## src/rtl/cache_fill_arbiter.sv

```systemverilog
// ---- cache_fill_arbiter: arbitrates block fills for NUM_CH caches onto one pipelined memory (rev 1.0) ----
`default_nettype none

module cache_fill_arbiter #(
  parameter int NUM_CH    = 2,
  parameter int ADDR_W    = 16,
  parameter int DATA_W    = 16,
  parameter int WORDS     = 8,
  parameter int PRIO_MODE = 0
) (
  input  logic                       clk,
  input  logic                       rst_n,
  input  logic [NUM_CH-1:0]          miss_req,
  input  logic [NUM_CH*ADDR_W-1:0]   miss_addr,
  output logic [NUM_CH-1:0]          fsm_busy,
  output logic [NUM_CH-1:0]          write_data_array,
  output logic [NUM_CH-1:0]          write_tag_array,
  output logic [$clog2(WORDS)-1:0]   fill_word,
  output logic [DATA_W-1:0]          fill_data,
  output logic                       mem_en,
  output logic [ADDR_W-1:0]          mem_addr,
  input  logic [DATA_W-1:0]          mem_data,
  input  logic                       mem_data_valid
);

  localparam int STRIDE = DATA_W / 8;
  localparam int OFF_W  = $clog2(WORDS * STRIDE);
  localparam int WW     = $clog2(WORDS);
  localparam int CW     = WW + 1;
  localparam int GW     = (NUM_CH > 1) ? $clog2(NUM_CH) : 1;

  localparam logic [ADDR_W-1:0] BASE_MASK = {ADDR_W{1'b1}} << OFF_W;
  localparam logic [CW-1:0]     WORDS_C   = CW'(WORDS);
  localparam logic [CW-1:0]     LAST_WORD = CW'(WORDS - 1);
  localparam logic [GW:0]       NUM_CH_W  = (GW + 1)'(NUM_CH);
  localparam logic [GW-1:0]     LAST_CH   = GW'(NUM_CH - 1);

  typedef enum logic [1:0] {
    S_IDLE = 2'd0,
    S_FILL = 2'd1,
    S_COOL = 2'd2
  } state_t;

  state_t              state_q, state_d;
  logic [CW-1:0]       ic_q, ic_d;
  logic [CW-1:0]       rc_q, rc_d;
  logic [GW-1:0]       grant_q, grant_d;
  logic [GW-1:0]       rr_q, rr_d;
  logic [ADDR_W-1:0]   base_q, base_d;

  logic [GW-1:0]       rr_off;
  logic [NUM_CH-1:0]   rot;
  logic [GW:0]         sum;
  logic [GW-1:0]       pick;
  logic                pick_vld;
  logic [ADDR_W-1:0]   pick_addr;
  logic                issue;
  logic                wr;
  logic                last;
  logic [NUM_CH-1:0]   sel;

  // Rotate requests so the search always starts at bit 0; fixed priority uses no rotation.
  assign rr_off = (PRIO_MODE == 1) ? rr_q : '0;

  always_comb begin
    rot      = NUM_CH'({miss_req, miss_req} >> rr_off);
    pick_vld = 1'b0;
    pick     = '0;
    sum      = '0;
    for (int k = 0; k < NUM_CH; k++) begin
      if (!pick_vld && rot[k]) begin
        pick_vld = 1'b1;
        sum      = {1'b0, rr_off} + (GW + 1)'(k);
        if (sum >= NUM_CH_W) begin
          sum = sum - NUM_CH_W;
        end
        pick = sum[GW-1:0];
      end
    end
  end

  always_comb begin
    pick_addr = '0;
    for (int k = 0; k < NUM_CH; k++) begin
      if (pick == GW'(k)) begin
        pick_addr = miss_addr[k*ADDR_W +: ADDR_W];
      end
    end
  end

  assign issue = (state_q == S_FILL) && (ic_q != WORDS_C);
  assign wr    = (state_q == S_FILL) && mem_data_valid && (rc_q != WORDS_C);
  assign last  = wr && (rc_q == LAST_WORD);
  assign sel   = NUM_CH'(1) << grant_q;

  always_comb begin
    state_d = state_q;
    ic_d    = ic_q;
    rc_d    = rc_q;
    grant_d = grant_q;
    rr_d    = rr_q;
    base_d  = base_q;
    case (state_q)
      S_IDLE: begin
        if (pick_vld) begin
          state_d = S_FILL;
          grant_d = pick;
          base_d  = pick_addr & BASE_MASK;
          ic_d    = '0;
          rc_d    = '0;
        end
      end
      S_FILL: begin
        if (issue) begin
          ic_d = ic_q + 1'b1;
        end
        if (wr) begin
          rc_d = rc_q + 1'b1;
        end
        if (last) begin
          state_d = S_COOL;
          rr_d    = (grant_q == LAST_CH) ? '0 : grant_q + 1'b1;
        end
      end
      S_COOL:  state_d = S_IDLE;
      default: state_d = S_IDLE;
    endcase
  end

  always_ff @(posedge clk or negedge rst_n) begin
    if (!rst_n) begin
      state_q <= S_IDLE;
      ic_q    <= '0;
      rc_q    <= '0;
      grant_q <= '0;
      rr_q    <= '0;
      base_q  <= '0;
    end else begin
      state_q <= state_d;
      ic_q    <= ic_d;
      rc_q    <= rc_d;
      grant_q <= grant_d;
      rr_q    <= rr_d;
      base_q  <= base_d;
    end
  end

  // Outputs are zero outside an active issue/write so the memory and caches see clean idle values.
  assign mem_en           = issue;
  assign mem_addr         = issue ? (base_q + ADDR_W'(ic_q[WW-1:0]) * ADDR_W'(STRIDE)) : '0;
  assign write_data_array = wr ? sel : '0;
  assign write_tag_array  = last ? sel : '0;
  assign fill_word        = wr ? rc_q[WW-1:0] : '0;
  assign fill_data        = wr ? mem_data : '0;
  assign fsm_busy         = miss_req | ((state_q != S_IDLE) ? sel : '0);

endmodule

`default_nettype wire

```

## config.mk

```make
export PLATFORM = sky130hd
export DESIGN_NAME = cache_fill_arbiter
export DESIGN_NICKNAME = d
export VERILOG_FILES = /design/src/rtl/cache_fill_arbiter.sv
export SDC_FILE = /design/constraint.sdc
export NUM_CORES = 1
export LEC_CHECK = 0
export ABC_AREA = 1
export BUFFER_PORTS_ARGS = -buffer_cell sky130_fd_sc_hd__buf_2
export CAP_MARGIN = 10
export CORE_MARGIN = 5
export CORE_UTILIZATION = 25
export CTS_CLUSTER_DIAMETER = 50
export DETAILED_ROUTE_END_ITERATION = 6
export GPL_TIMING_DRIVEN = 0
export PLACE_DENSITY_LB_ADDON = 0.1
export SYNTH_ARGS = -nofsm -noshare
export SYNTH_HDL_FRONTEND = slang
export SYNTH_SLANG_ARGS = --single-unit
export TNS_END_PERCENT = 1
```

## constraint.sdc

```tcl
create_clock -name clk -period 1.9 [get_ports clk]
set_input_delay 0.475 -clock clk [delete_from_list [all_inputs] [get_ports clk]]
set_output_delay 0.475 -clock clk [all_outputs]
set_load 0.03 [all_outputs]
```

==> impl_metrics.csv <==
group,metric,value,unit
status,run_status,"complete, but fails checks",
status,violations,"setup timing",
power,power_switching,1.95,mW
placement,hpwlAfterDp,3550,µm
synthesis,yosysTopAreaCell,"dfrtp_1",
clock_tree,cts_tree,"yes",
min_path,hold_path_class,"in -> async",
cells_and_area,fillers,657,
routing,drcViolationCount,0,
synthesis,synth_area_per_cell,6.62,µm²
sta,tightest_slew,0.538,ns
cells_and_area,fin_util,41.5,%
cells_and_area,fin_nets,396,
cells_and_area,layout-drive-gt1-share,41.7,%
routing,viasPerCell,4.05,
sta,fin_crit_sh,103,%
flow_run,maxCapViolCount,0,
routing,vias,1672,
cells_and_area,layout_commonest_cell,"inv_1",
floorplan,pin_count,95,
setup_path,cp.arrival,1.49,ns
routing,firstDrtPassIters,4,
clock_tree,clockBufferDepth,2,
clock_tree,cts_htree_levels,1,
cells_and_area,area_growth,59.2,%
cells_and_area,register_area,577,µm²
setup_path,worstPathRequired,1.42,ns
clock_tree,hold_buffers,0,
synthesis,ys.warnings.count,0,
synthesis,synth_cell_type_count,23,
power,p_comb_share,70.4,%
synthesis,synth_seq_area_share,36.8,%
placement,portBuffers,85,
routing,finalWirelength,4870,µm
power,swShare,50.3,%
sta,finalClockSkew,0.00751,ns
floorplan,die_w,89.1,µm
routing,drtAntennaViolNets,0,
clock_tree,cts_made_buffers,3,
setup_path,start_kind,"register",
setup_path,worstSetupPathType,"reg -> out",
global_route,first_global_vias,1673,
setup_path,critical_path.max_fanout,5,
power,clkPwrFrac,8.1,%
floorplan,num_rows,28,
synthesis,ys_seq_elements,23,
setup_path,end_kind,"output port",
sta,finalCriticalPeriod,1.96,ns
global_route,grt_overflow,0,
sta,layout_setup_ws,-0.0605,ns
synthesis,syn-num-nets,293,
sta,rsz0062_at_grt,"true",
synthesis,synth_top_area_share,36.8,%
clock_tree,clock-sinks,23,
global_route,grt_use_total,12.0,%
clock_tree,cts_root_buf,"clkbuf_8",
clock_tree,clock_latency,0.27,ns
global_route,grt_pass1_wl,7560,µm
global_route,grt_max_degree,24,
global_route,antenna_found_initial,0,
sta,hold_viol_final,0,
clock_tree,clk_pin_slew,0.09,ns
power,vdd_drop_max,0.669,mV
sta,slew_viol_final,0,
cells_and_area,multi_input_area,811,µm²
sta,max_slew_margin,64.1,%
power,power,3.88,mW
floorplan,start_util,26.1,%
placement,finalWeightedCongestion,0.703,
power,leakagePower,1.39,nW
routing,wl_per_cell,11.8,µm
cells_and_area,antenna_cells,0,
synthesis,yosys-top-cells-area,"dfrtp_1 37%, inv_1 13%, nand2_1 11%",
power,pwr-share-seq,21.5,%
floorplan,dieArea,0.00793,mm²
floorplan,coreArea,0.00599,mm²
power,p_int,1.93,mW
cells_and_area,mostFrequentLayoutCells,"52 x inv_1, 49 x buf_2, 45 x nand2_1",
routing,drt_iter0_drc,47,
sta,finalSetupViolations,32,
synthesis,synth_area,0.00156,mm²
synthesis,synthCells,236,
sta,fmax,510,MHz
power,powerDensity,1560,mW/mm²
floorplan,dieHeight,89.1,µm
-- per-stage QoR --
| stage | cells | hold WS, ns | TNS (ns) | setup slack, ns | instance area [µm²] |
|---|---|---|---|---|---|
| after global placement | 396 | 0.503 | -0.128 | -0.0452 | 2080 |
| after floorplan | 236 | 0.179 | -0.0593 | -0.00297 | 1560 |
| after global routing | 413 | 0.223 | -4.26 | -0.150 | 2490 |
| after CTS | 412 | 0.206 | -1.71 | -0.0948 | 2430 |
| final | 413 | 0.181 | -0.887 | -0.0605 | 2490 |
| after detailed placement | 396 | 0.503 | -0.0789 | -0.0339 | 2080 |
-- cells in the mapped netlist --
library cell  number
a21oi_1            1
buf_4              2
o21ai_2            2
nand3_1           10
buf_6              2
nand4_1            2
nand2_1           45
clkbuf_2           2
nor3_2             2
o21ai_0           24
buf_2              4
nor2_2             1
nor2_4             2
nand2_2            1
ha_1               4
o21ai_1            6
xnor2_1            2
inv_2              2
nand3_4            1
inv_1             55
dfrtp_1           23
conb_1             1
nor2_1            42
-- power by group through the flow --
stage / sequential [mW] / combinational [mW] / clock, mW
6_report: 0.835 / 2.73 / 0.315
5_1_grt: 0.862 / 2.97 / 0.350
4_1_cts: 0.830 / 2.65 / 0.330
3_5_place_dp: 0.854 / 2.13 / 0
3_3_place_gp: 0.852 / 2.12 / 0
2_1_floorplan: 0.821 / 1.55 / 0
-- worst max-delay path: stages, from the launching register on --
cell     delay, ns
dfrtp_1       0.41
nor2_4        0.23
nand3_4       0.14
buf_8         0.16
nor3_4        0.13
buf_6         0.15
-- worst paths after layout --
check                               from                 end  slack [ns]  cells after the start
setup reg to reg              state_q[1]           base_q[4]        0.47                      6
hold / removal                     rst_n          base_q[10]        0.18                      1
setup / recovery              state_q[1]  write_tag_array[0]       -0.06                      5
hold reg to reg                base_q[6]           base_q[6]        0.52                      2
max in group asynchronous          rst_n             rc_q[2]        1.33                      1
min in group clk           miss_addr[28]          base_q[12]        0.52                      5
-- timing repair --
action                                  4_1_cts  5_1_grt
endpoints found under the setup margin       39       39
pin swaps                                     3        1
buffers inserted                             12        1
gates resized for setup                      71       15
-- registers in the layout (all words and copies together) (netlist names) --
signal,flops
grant_q,1
rc_q,4
ic_q,4
base_q,12
state_q,2
-- layer usage --
| layer | GRT usage, % | wire length, µm | vias up |
|---|---|---|---|
| li1 | - | - | 902 |
| met1 | 15.1 | 2070 | 727 |
| met2 | 21.1 | 2460 | 41 |
| met3 | 3.96 | 330 | 2 |
| met4 | 0.812 | 10 | 0 |
| met5 | 0 | 0 | - |
-- layout make-up --
| class | count | share of cell area (%) |
|---|---|---|
| Clock inverter | 1 | 0.201 |
| Buffer | 10 | 3.52 |
| Timing Repair Buffer | 98 | 26.5 |
| Clock buffer | 3 | 1.66 |
| Sequential cell | 23 | 23.2 |
| Multi-Input combinational cell | 146 | 32.6 |
| Inverter | 57 | 8.60 |
| Tap cell | 75 | 3.77 |
-- cells by family (layout without fill, tap and decap cells) --
group | after synthesis | count (layout) | synth area share, %
flops | 23 | 23 | 36.8
other cells | 1 | 1 | 0.240
fa+ha+maj | 4 | 4 | 3.20
compound gates | 33 | 33 | 11.0
simple gates | 106 | 106 | 29.5
buf+inv | 67 | 169 | 18.0
xor+xnor | 2 | 2 | 1.12
Note: power is estimated with default switching activity, not from simulation.
